[src/rtl/rs_alu_ooo_v2.sv]
// ---------------------------------------------------------------------------
// rs_alu_ooo_v2 -- ALU reservation station with oldest-first issue.
//
// Holds up to RS_SIZE dispatched ALU/branch/jalr operations. Each entry waits
// on its RoB-tagged operands by snooping NUM_CDB CDB channels, and the oldest
// ready entry is computed and presented to the CDB arbiter through a
// valid/ready output register.
//
// Ports:
//   clk_in, rst_in (sync, active-high), rdy_in (0 = freeze), flush_signal
//   new_entry_*      : dispatch request and operation fields
//   CDB_update_*     : NUM_CDB packed snoop channels (en / tag / data)
//   RS_update_en/index/data : registered result toward the CDB arbiter
//   RS_update_ready  : arbiter accepts the presented result
//   free_count, isFull, isEmpty : occupancy status (combinational)
// ---------------------------------------------------------------------------
module rs_alu_ooo_v2 #(
    parameter int RS_WIDTH  = 3,
    parameter int RS_SIZE   = 1 << RS_WIDTH,
    parameter int RoB_WIDTH = 3,
    parameter int NON_DEP   = 1 << RoB_WIDTH,
    parameter int NUM_CDB   = 2
) (
    input  logic                          clk_in,
    input  logic                          rst_in,
    input  logic                          rdy_in,
    input  logic                          flush_signal,
    input  logic                          new_entry_en,
    input  logic [RoB_WIDTH-1:0]          new_entry_robEntry,
    input  logic [6:0]                    new_entry_opcode,
    input  logic [31:0]                   new_entry_Vj,
    input  logic [31:0]                   new_entry_Vk,
    input  logic [RoB_WIDTH:0]            new_entry_Qj,
    input  logic [RoB_WIDTH:0]            new_entry_Qk,
    input  logic [31:0]                   new_entry_imm,
    input  logic [31:0]                   new_entry_pc,
    input  logic [NUM_CDB-1:0]            CDB_update_en,
    input  logic [NUM_CDB*RoB_WIDTH-1:0]  CDB_update_index,
    input  logic [NUM_CDB*32-1:0]         CDB_update_data,
    output logic                          RS_update_en,
    input  logic                          RS_update_ready,
    output logic [RoB_WIDTH-1:0]          RS_update_index,
    output logic [31:0]                   RS_update_data,
    output logic [RS_WIDTH:0]             free_count,
    output logic                          isFull,
    output logic                          isEmpty
);

    localparam int QW = RoB_WIDTH + 1;
    localparam logic [QW-1:0]       NON_DEP_Q = QW'(NON_DEP);
    localparam logic [RS_WIDTH-1:0] AGE_MAX   = RS_WIDTH'(RS_SIZE - 1);

    typedef enum logic [6:0] {
        OP_JALR  = 7'd4,
        OP_BEQ   = 7'd5,  OP_BNE  = 7'd6,  OP_BLT  = 7'd7,
        OP_BGE   = 7'd8,  OP_BLTU = 7'd9,  OP_BGEU = 7'd10,
        OP_ADDI  = 7'd19, OP_SLTI = 7'd20, OP_SLTIU = 7'd21,
        OP_XORI  = 7'd22, OP_ORI  = 7'd23, OP_ANDI = 7'd24,
        OP_SLLI  = 7'd25, OP_SRLI = 7'd26, OP_SRAI = 7'd27,
        OP_ADD   = 7'd28, OP_SUB  = 7'd29, OP_SLL  = 7'd30,
        OP_SLT   = 7'd31, OP_SLTU = 7'd32, OP_XORR = 7'd33,
        OP_SRL   = 7'd34, OP_SRA  = 7'd35, OP_ORR  = 7'd36,
        OP_ANDR  = 7'd37
    } op_e;

    // Entry storage
    logic [RS_SIZE-1:0]   busy;
    logic [6:0]           op_r   [RS_SIZE];
    logic [31:0]          vj_r   [RS_SIZE];
    logic [31:0]          vk_r   [RS_SIZE];
    logic [QW-1:0]        qj_r   [RS_SIZE];
    logic [QW-1:0]        qk_r   [RS_SIZE];
    logic [31:0]          imm_r  [RS_SIZE];
    logic [31:0]          pc_r   [RS_SIZE];
    logic [RoB_WIDTH-1:0] rob_r  [RS_SIZE];
    logic [RS_WIDTH-1:0]  age_r  [RS_SIZE];

    // Search the CDB channels for a tag; lowest-numbered matching channel wins.
    // Returns {tag, value} after the snoop.
    function automatic logic [QW+31:0] snoop(input logic [QW-1:0] q, input logic [31:0] v);
        logic [QW-1:0] q_o;
        logic [31:0]   v_o;
        logic          hit;
        q_o = q;
        v_o = v;
        hit = 1'b0;
        for (int unsigned c = 0; c < NUM_CDB; c++) begin
            if (!hit && CDB_update_en[c] &&
                q == {1'b0, CDB_update_index[c*RoB_WIDTH +: RoB_WIDTH]}) begin
                hit = 1'b1;
                q_o = NON_DEP_Q;
                v_o = CDB_update_data[c*32 +: 32];
            end
        end
        return {q_o, v_o};
    endfunction

    // Occupancy and lowest idle slot
    logic                has_free;
    logic [RS_WIDTH-1:0] free_idx;
    logic [RS_WIDTH:0]   free_cnt;

    always_comb begin
        free_cnt = '0;
        has_free = 1'b0;
        free_idx = '0;
        for (int unsigned i = 0; i < RS_SIZE; i++) begin
            if (!busy[i]) begin
                free_cnt = free_cnt + (RS_WIDTH+1)'(1);
                if (!has_free) begin
                    has_free = 1'b1;
                    free_idx = RS_WIDTH'(i);
                end
            end
        end
    end

    assign free_count = free_cnt;
    assign isFull     = (free_cnt == '0);
    assign isEmpty    = (free_cnt == (RS_WIDTH+1)'(RS_SIZE));

    // Oldest ready entry; strict '>' keeps the lowest index on equal ages
    logic                found;
    logic [RS_WIDTH-1:0] sel_idx;
    logic [RS_WIDTH-1:0] best_age;

    always_comb begin
        found    = 1'b0;
        sel_idx  = '0;
        best_age = '0;
        for (int unsigned i = 0; i < RS_SIZE; i++) begin
            if (busy[i] && qj_r[i] == NON_DEP_Q && qk_r[i] == NON_DEP_Q &&
                (!found || age_r[i] > best_age)) begin
                found    = 1'b1;
                sel_idx  = RS_WIDTH'(i);
                best_age = age_r[i];
            end
        end
    end

    logic slot_free, issue, dispatch;
    assign slot_free = !RS_update_en || RS_update_ready;
    assign issue     = slot_free && found;
    assign dispatch  = new_entry_en && has_free;

    // Dispatch bypass and per-entry wakeup values
    logic [QW-1:0] byp_qj, byp_qk;
    logic [31:0]   byp_vj, byp_vk;
    logic [QW-1:0] wk_qj [RS_SIZE];
    logic [QW-1:0] wk_qk [RS_SIZE];
    logic [31:0]   wk_vj [RS_SIZE];
    logic [31:0]   wk_vk [RS_SIZE];

    always_comb begin
        {byp_qj, byp_vj} = snoop(new_entry_Qj, new_entry_Vj);
        {byp_qk, byp_vk} = snoop(new_entry_Qk, new_entry_Vk);
        for (int unsigned i = 0; i < RS_SIZE; i++) begin
            {wk_qj[i], wk_vj[i]} = snoop(qj_r[i], vj_r[i]);
            {wk_qk[i], wk_vk[i]} = snoop(qk_r[i], vk_r[i]);
        end
    end

    // Ages are kept as "number of younger busy entries": on issue, every
    // entry older than the issued one steps down, so ages stay dense and
    // unique and the saturating increment never merges two entries.
    logic [RS_WIDTH-1:0] age_nxt [RS_SIZE];

    always_comb begin
        for (int unsigned i = 0; i < RS_SIZE; i++) begin
            age_nxt[i] = age_r[i];
            if (issue && age_r[i] > best_age)
                age_nxt[i] = age_nxt[i] - RS_WIDTH'(1);
            if (dispatch && age_nxt[i] != AGE_MAX)
                age_nxt[i] = age_nxt[i] + RS_WIDTH'(1);
        end
    end

    // ALU on the selected entry
    logic [6:0]  s_op;
    logic [31:0] s_vj, s_vk, s_imm, s_pc;
    logic        br_take;
    logic [31:0] alu;

    assign s_op  = op_r[sel_idx];
    assign s_vj  = vj_r[sel_idx];
    assign s_vk  = vk_r[sel_idx];
    assign s_imm = imm_r[sel_idx];
    assign s_pc  = pc_r[sel_idx];

    always_comb begin
        br_take = 1'b0;
        case (s_op)
            OP_BEQ:  br_take = (s_vj == s_vk);
            OP_BNE:  br_take = (s_vj != s_vk);
            OP_BLT:  br_take = ($signed(s_vj) <  $signed(s_vk));
            OP_BGE:  br_take = ($signed(s_vj) >= $signed(s_vk));
            OP_BLTU: br_take = (s_vj <  s_vk);
            OP_BGEU: br_take = (s_vj >= s_vk);
            default: br_take = 1'b0;
        endcase
    end

    always_comb begin
        alu = '0;
        case (s_op)
            OP_JALR:  alu = (s_vj + s_imm) & ~32'd1;
            OP_BEQ, OP_BNE, OP_BLT, OP_BGE, OP_BLTU, OP_BGEU:
                      alu = br_take ? (s_pc + s_imm) : (s_pc + 32'd4);
            OP_ADDI:  alu = s_vj + s_imm;
            OP_SLTI:  alu = {31'd0, $signed(s_vj) < $signed(s_imm)};
            OP_SLTIU: alu = {31'd0, s_vj < s_imm};
            OP_XORI:  alu = s_vj ^ s_imm;
            OP_ORI:   alu = s_vj | s_imm;
            OP_ANDI:  alu = s_vj & s_imm;
            OP_SLLI:  alu = s_vj << s_imm[4:0];
            OP_SRLI:  alu = s_vj >> s_imm[4:0];
            OP_SRAI:  alu = $signed(s_vj) >>> s_imm[4:0];
            OP_ADD:   alu = s_vj + s_vk;
            OP_SUB:   alu = s_vj - s_vk;
            OP_SLL:   alu = s_vj << s_vk[4:0];
            OP_SLT:   alu = {31'd0, $signed(s_vj) < $signed(s_vk)};
            OP_SLTU:  alu = {31'd0, s_vj < s_vk};
            OP_XORR:  alu = s_vj ^ s_vk;
            OP_SRL:   alu = s_vj >> s_vk[4:0];
            OP_SRA:   alu = $signed(s_vj) >>> s_vk[4:0];
            OP_ORR:   alu = s_vj | s_vk;
            OP_ANDR:  alu = s_vj & s_vk;
            default:  alu = '0;
        endcase
    end

    // State update
    always_ff @(posedge clk_in) begin
        if (rst_in) begin
            busy            <= '0;
            RS_update_en    <= 1'b0;
            RS_update_index <= '0;
            RS_update_data  <= '0;
            for (int unsigned i = 0; i < RS_SIZE; i++) begin
                qj_r[i]  <= NON_DEP_Q;
                qk_r[i]  <= NON_DEP_Q;
                age_r[i] <= '0;
            end
        end else if (rdy_in) begin
            if (flush_signal) begin
                busy         <= '0;
                RS_update_en <= 1'b0;
                for (int unsigned i = 0; i < RS_SIZE; i++) begin
                    qj_r[i]  <= NON_DEP_Q;
                    qk_r[i]  <= NON_DEP_Q;
                    age_r[i] <= '0;
                end
            end else begin
                // Idle entries hold NON_DEP tags, so wakeup never disturbs them
                for (int unsigned i = 0; i < RS_SIZE; i++) begin
                    qj_r[i]  <= wk_qj[i];
                    vj_r[i]  <= wk_vj[i];
                    qk_r[i]  <= wk_qk[i];
                    vk_r[i]  <= wk_vk[i];
                    age_r[i] <= age_nxt[i];
                end

                if (issue) begin
                    busy[sel_idx]   <= 1'b0;
                    RS_update_en    <= 1'b1;
                    RS_update_index <= rob_r[sel_idx];
                    RS_update_data  <= alu;
                end else if (RS_update_ready) begin
                    RS_update_en    <= 1'b0;
                end

                // free_idx comes from pre-edge state, so it never aliases sel_idx
                if (dispatch) begin
                    busy[free_idx]   <= 1'b1;
                    op_r[free_idx]   <= new_entry_opcode;
                    rob_r[free_idx]  <= new_entry_robEntry;
                    imm_r[free_idx]  <= new_entry_imm;
                    pc_r[free_idx]   <= new_entry_pc;
                    qj_r[free_idx]   <= byp_qj;
                    vj_r[free_idx]   <= byp_vj;
                    qk_r[free_idx]   <= byp_qk;
                    vk_r[free_idx]   <= byp_vk;
                    age_r[free_idx]  <= '0;
                end
            end
        end
    end

endmodule
[config.mk]
export PLATFORM = sky130hd
export DESIGN_NAME = rs_alu_ooo_v2
export DESIGN_NICKNAME = d
export VERILOG_FILES = /design/src/rtl/rs_alu_ooo_v2.sv
export SDC_FILE = /design/constraint.sdc
export NUM_CORES = 2
export LEC_CHECK = 0
export CORE_ASPECT_RATIO = 0.9
export CORE_MARGIN = 10
export CORE_UTILIZATION = 50
export DETAILED_ROUTE_END_ITERATION = 7
export PLACE_DENSITY = 0.73
export RECOVER_POWER = 100
export SKIP_CTS_REPAIR_TIMING = 1
export SYNTH_ARGS = -nofsm -noshare
export SYNTH_HDL_FRONTEND = slang
export SYNTH_SLANG_ARGS = --single-unit
[constraint.sdc]
create_clock -name clk_in -period 22.1 [get_ports clk_in]
set_clock_uncertainty 0.05 [all_clocks]
set_input_delay 4.42 -clock clk_in [delete_from_list [all_inputs] [get_ports clk_in]]
set_output_delay 4.42 -clock clk_in [all_outputs]
set_load 0.005 [all_outputs]
After elaboration in Yosys (flattened, before gate mapping)

Memories as Yosys holds them, arrays and structs flattened. A register that Yosys moved wholly into a read port is not among the register bits.
Cells that the tools add are included.

Add/sub/neg operators: 28
Magnitude comparators: 25
Equal/unequal tests: 105
Shifts and indexed selects: 6
Mux-type cells: 238
Bitwise gates (word level): 58
Reductions and logical operators: 152

Operator list:

| kind                  | number |
|---|---|
| $mux 32               | 37 |
| $pmux 32 s21          | 1 |
| $mux 4                | 75 |
| $mux 3                | 59 |
| $eq 4x3->1            | 36 |
| $lt 32x32->1          | 4 |
| $logic_and 1x1->1     | 97 |
| $add 32x32->32        | 3 |
| $eq 7x5->1 const B    | 13 |
| $eq 4x4->1 const B    | 17 |
| $and 32x32->32        | 2 |
| $ge 32x32->1          | 2 |
| $or 32x32->32         | 2 |
| $shl 32x5->32         | 2 |
| $shr 32x5->32         | 2 |
| $sshr 32x5->32        | 2 |
| $xor 32x32->32        | 2 |
| $mux 1                | 57 |
| $mux 8                | 6 |
| $or 1x1->1            | 48 |
| $gt 3x3->1            | 15 |
| $eq 7x6->1 const B    | 6 |
| $reduce_and 2->1      | 17 |
| $add 32x3->32 const B | 1 |
| 24 further kinds      | 106 |

Register bits: 41
RAM bits: 1192
Bits of input ports: 224
Output and inout port bits: 42
Word-level logic and storage cells: 624
Memories kept: 9

Memories:

| memory          | depth | bits a word | rd ports | clocked after Yosys merged registers in | write ports | RTL line | text |
|---|---|---|---|---|---|---|---|
| imm_r           | 8     | 32          | 1        | 0                                       | 1           | 73       | `logic [31:0] imm_r [RS_SIZE];` |
| pc_r            | 8     | 32          | 1        | 0                                       | 1           | 74       | `logic [31:0] pc_r [RS_SIZE];` |
| vj_r            | 8     | 32          | 1        | 0                                       | 9           | 69       | `logic [31:0] vj_r [RS_SIZE];` |
| vk_r            | 8     | 32          | 1        | 0                                       | 9           | 70       | `logic [31:0] vk_r [RS_SIZE];` |
| op_r            | 8     | 7           | 1        | 0                                       | 1           | 68       | `logic [6:0] op_r [RS_SIZE];` |
| qj_r            | 8     | 4           | 8        | 0                                       | 9           | 71       | `logic [QW-1:0] qj_r [RS_SIZE];` |
| 3 more memories | -     | -           | -        | -                                       | -           | -        |  |

Depth between registers and ports, before layout

An unclocked memory read counts as a cell.

Depth in word-level cells: 46
Mapped depth: 98
Depth with buffers taken out: 82

Worst setup path after synthesis

Ideal clock, no wire load.

Kind: reg2reg
Start: memory qj_r[0][2] in the netlist's numbering
End: register RS_update_data[20]
Library setup time: 0.125 ns
Arrival: 17.089 ns
Data required time: 21.925 ns
Path slack: 4.835 ns
Cell stages (with the launch flop): 85
Buffers on the path: 12
Period minus slack after synthesis: 17.265 ns
Cells stage by stage: edfxtp_1 -> nor4b_4 -> and4_1 -> nand2_1 -> ha_1 -> a211o_1 -> a21o_1 -> nand2_1 -> inv_1 -> o21ai_0 -> inv_1 -> ha_1 -> nor2b_1 -> o21ai_0 -> a21o_1 -> a21o_1 -> mux2i_1 -> ha_1 -> (+49 left out) -> ha_1 -> clkbuf_1 -> nor2_1 -> a221oi_1 -> o31a_1 -> o211a_1 -> o31ai_1 -> a21oi_1 -> o221ai_1 -> a211oi_1 -> nor4b_1 -> mux2_2 -> o21ai_0 -> a21oi_1 -> nor2_1 -> a2111oi_0 -> o221ai_1 -> o41a_1

RTL lines:

| element              | RTL line | text |
|---|---|---|
| start, declared      | 71       |  |
| end signal, assigned | 267      | `RS_update_data <= alu;` |
| end, declared        | 43       | `output logic [31:0] RS_update_data,` |

==> results_dict.tcl <==
set metrics [dict create \
    max-vdd-ir-drop_mv 0.0812 \
    cpMostUsedCell "o21ai_0" \
    cts.sinks 1236 \
    clkTransAtPathRegs_ns 0.07 \
    synth-simple-area-share_pct 15.6 \
    nets 9097 \
    synth-xor-area-share_pct 2.55 \
    ys_warn_count 0 \
    die_w_um 449 \
    cts_buffer_depth 3 \
    pre_cts_slack_ns 1.84 \
    synth_mux_area_share_pct 9.63 \
    dp_cells 10714 \
    crit_buf_inv 6 \
    met1_usage_pct 51.6 \
    cts_root_buffer "clkbuf_16" \
    core_um2 164000 \
    busiest_layer "met2" \
    p_leak_nw 35.9 \
    post-route-worst-setup-slack_ns 1.21 \
    hold_viol 0 \
    clk-insertion-delay-late_ns 0.83 \
    cpPeakStageDelay_ns 1.16 \
    cp_top_family "compound AO/OA/AOI/OAI gates" \
    antenna_found_initial 44 \
    power_density_nw_per_um2 59.6 \
    postRouteAntennaNets 0 \
    hpwlAfterDp_um 262000 \
    yosysTopAreaCell "edfxtp_1" \
    p_total_mw 5.48 \
    violations "design-rule violations, max-capacitance violations, max-slew violations" \
    period_share_pct 94.5 \
    critPathMaxFanout 64 \
    ys_types 122 \
    io_buffers 265 \
    slew_violations 2826 \
    hold_class "reg -> reg" \
    cts_htree_levels 4 \
    grt_pass1_wl_um 544000 \
    vias 79139 \
    syn-num-nets 9194 \
    period_needed_ns 20.89 \
    worst_slew_pin_slew_ns 5.09 \
    syn_avg_cell_area_um2 9.49 \
    max-cap-violations 69 \
    wl_per_cell_um 35.9 \
    remaining_drc_errors 17 \
    synth_compound_area_share_pct 19.6 \
    vias_per_cell 7.21 \
    ios 266 \
    critPathArrivalTime_ns 21.51 \
    place.gp.congestion 1.11 \
    rsz0062_at_grt "false" \
    grt-ovfl-total 0 \
    final_common_cell "nand2_1" \
    initial_core_util_pct 50.4 \
    area_delta_synth_final_pct 11.0 \
    synth-edff-count 1168 \
    outcome "finished, violations left" \
    synth_top_family_by_area "compound AO/OA/AOI/OAI gates" \
    slew_headroom_pct -242 \
    cp-end-kind "register" \
    drive_gt1_share_pct 7.74 \
    layout_common_cells "1187 x nand2_1, 1168 x edfxtp_1, 744 x mux2i_1" \
    fin_cells 10976 \
    setup_viol 0 \
    worstSetupPathType "reg -> reg" \
    synth_area_leaders "edfxtp_1 42%, mux2i_1 9.0%, nand2_1 5.4%" \
    crit_path_start_kind "register" \
    netlist_instances 8732 \
    grt_usage_pct 40.9 \
    synth_fa_ha_area_share_pct 3.63 \
    fin_tns_setup_ns 0 \
    async_reset_ff_share_pct 0 \
    fillers 14291 \
    drt_iter0_markers 14554 \
    required_ns 22.72 \
    met2_usage_pct 57.0 \
    synth.top_cell.area_share_pct 42.3 \
    ys_seq_area_share_pct 44.0 \
    use_met3_pct 17.1 \
    grt_start_max_net_pins 97 \
    ys_seq_elements 1236 \
    numCtsBuffers 135 \
    first_pass_iters 8 \
    die_h_um 406 \
    timing.fmax_mhz 47.9 \
    tritoncts "yes" \
    syn_area_um2 82800 \
    fp-row-count 141 \
    slowest_stage "a2111oi_0" \
    final_util_pct 55.9 \
    drt-total-wl_um 394000 \
    synth_ff_type "edfxtp_1" \
    dieArea_um2 182000 \
    grt_pass1_vias 72788 \
]
==> synth_stat cells, types with 55 or more instances <==
cell type,n
nand2_1,1190
edfxtp_1,1168
mux2i_1,744
nor2_1,679
a21oi_1,560
o21ai_0,557
clkbuf_1,488
nand3_1,248
ha_1,234
inv_1,199
a211oi_1,193
nor3_1,154
xnor2_1,149
buf_2,121
a31oi_1,96
o211a_1,95
a22oi_1,94
o21ai_1,92
xor2_1,92
buf_1,91
o22ai_1,79
nand4_1,71
dfxtp_1,68
and3_1,61
nor4_1,61
o221ai_1,58
or3_1,58
o211ai_1,55
==> layout make-up <==
class / count / area (µm²) / area share [%]
Clock inverter: 74 / 906 / 0.985
Sequential cell: 1236 / 36400 / 39.6
Antenna cell: 17 / 42.5 / 0.0463
Inverter: 209 / 795 / 0.864
Tap cell: 2216 / 2770 / 3.02
Multi-Input combinational cell: 6516 / 42900 / 46.7
Timing Repair Buffer: 537 / 4570 / 4.97
Clock buffer: 171 / 3510 / 3.82
==> stage by stage <==
step / area [µm²] / hold slack (ns)
after detailed placement: 87700 / 0.396
final: 91900 / 0.398
after CTS: 92200 / 0.404
after global placement: 87700 / 0.392
after global routing: 91900 / 0.425
after floorplan: 82800 / 0.398
==> registers in the layout (all words and copies together) (netlist names) <==
| register | cells |
|---|---|
| imm_r | 256 |
| pc_r | 256 |
| vj_r | 256 |
| vk_r | 256 |
| op_r | 56 |
| RS_update_data | 32 |
| qj_r | 32 |
| qk_r | 32 |
| age_r | 24 |
| rob_r | 24 |
| busy | 8 |
| RS_update_index | 3 |
| RS_update_en | 1 |
==> power breakdown <==
group	switching (mW)	internal, mW	total, mW	leakage, nW
logic	0.400	0.192	0.592	22.6
registers	0.0104	2.58	2.59	11.1
clock network	1.05	1.25	2.30	2.12
total	1.46	4.02	5.48	35.9
==> cell families (layout without fill, tap and decap cells) <==
kind of cell             count (synthesis)  in the layout
AO/OA/AOI/OAI                         2432           2432
XOR/XNOR                               241            241
adder cells (fa/ha/maj)                238            238
buffers and inverters                  980            991
flip-flops                            1236           1236
multiplexers                           790            790
other                                    0             17
AND/OR/NAND/NOR                       2815           2815
==> final timing paths <==
| check | start | cells past startpoint | slack, ns | endpoint |
|---|---|---|---|---|
| setup / recovery | qj_r[0][2] | 79 | 1.21 | RS_update_data[20] |
| hold reg to reg | RS_update_index[1] | 2 | 0.40 | RS_update_index[1] |
| hold / removal | RS_update_index[1] | 2 | 0.40 | RS_update_index[1] |
| setup reg to reg | qj_r[0][2] | 79 | 1.21 | RS_update_data[20] |
==> metal layers <==
layer / vias up / part of all wire (%)
met1: 37630 / 35
li1: 32407 / -
met4: 36 / 8.5
met3: 1768 / 17
met2: 7298 / 39
met5: - / 0.085
==> tightest hold or removal path, stage by stage (launching register included) <==
cell     delay (ns)
dfxtp_1        0.31
nand2_1        0.05
a21oi_1        0.05
Power figures use the tool's default switching activity.
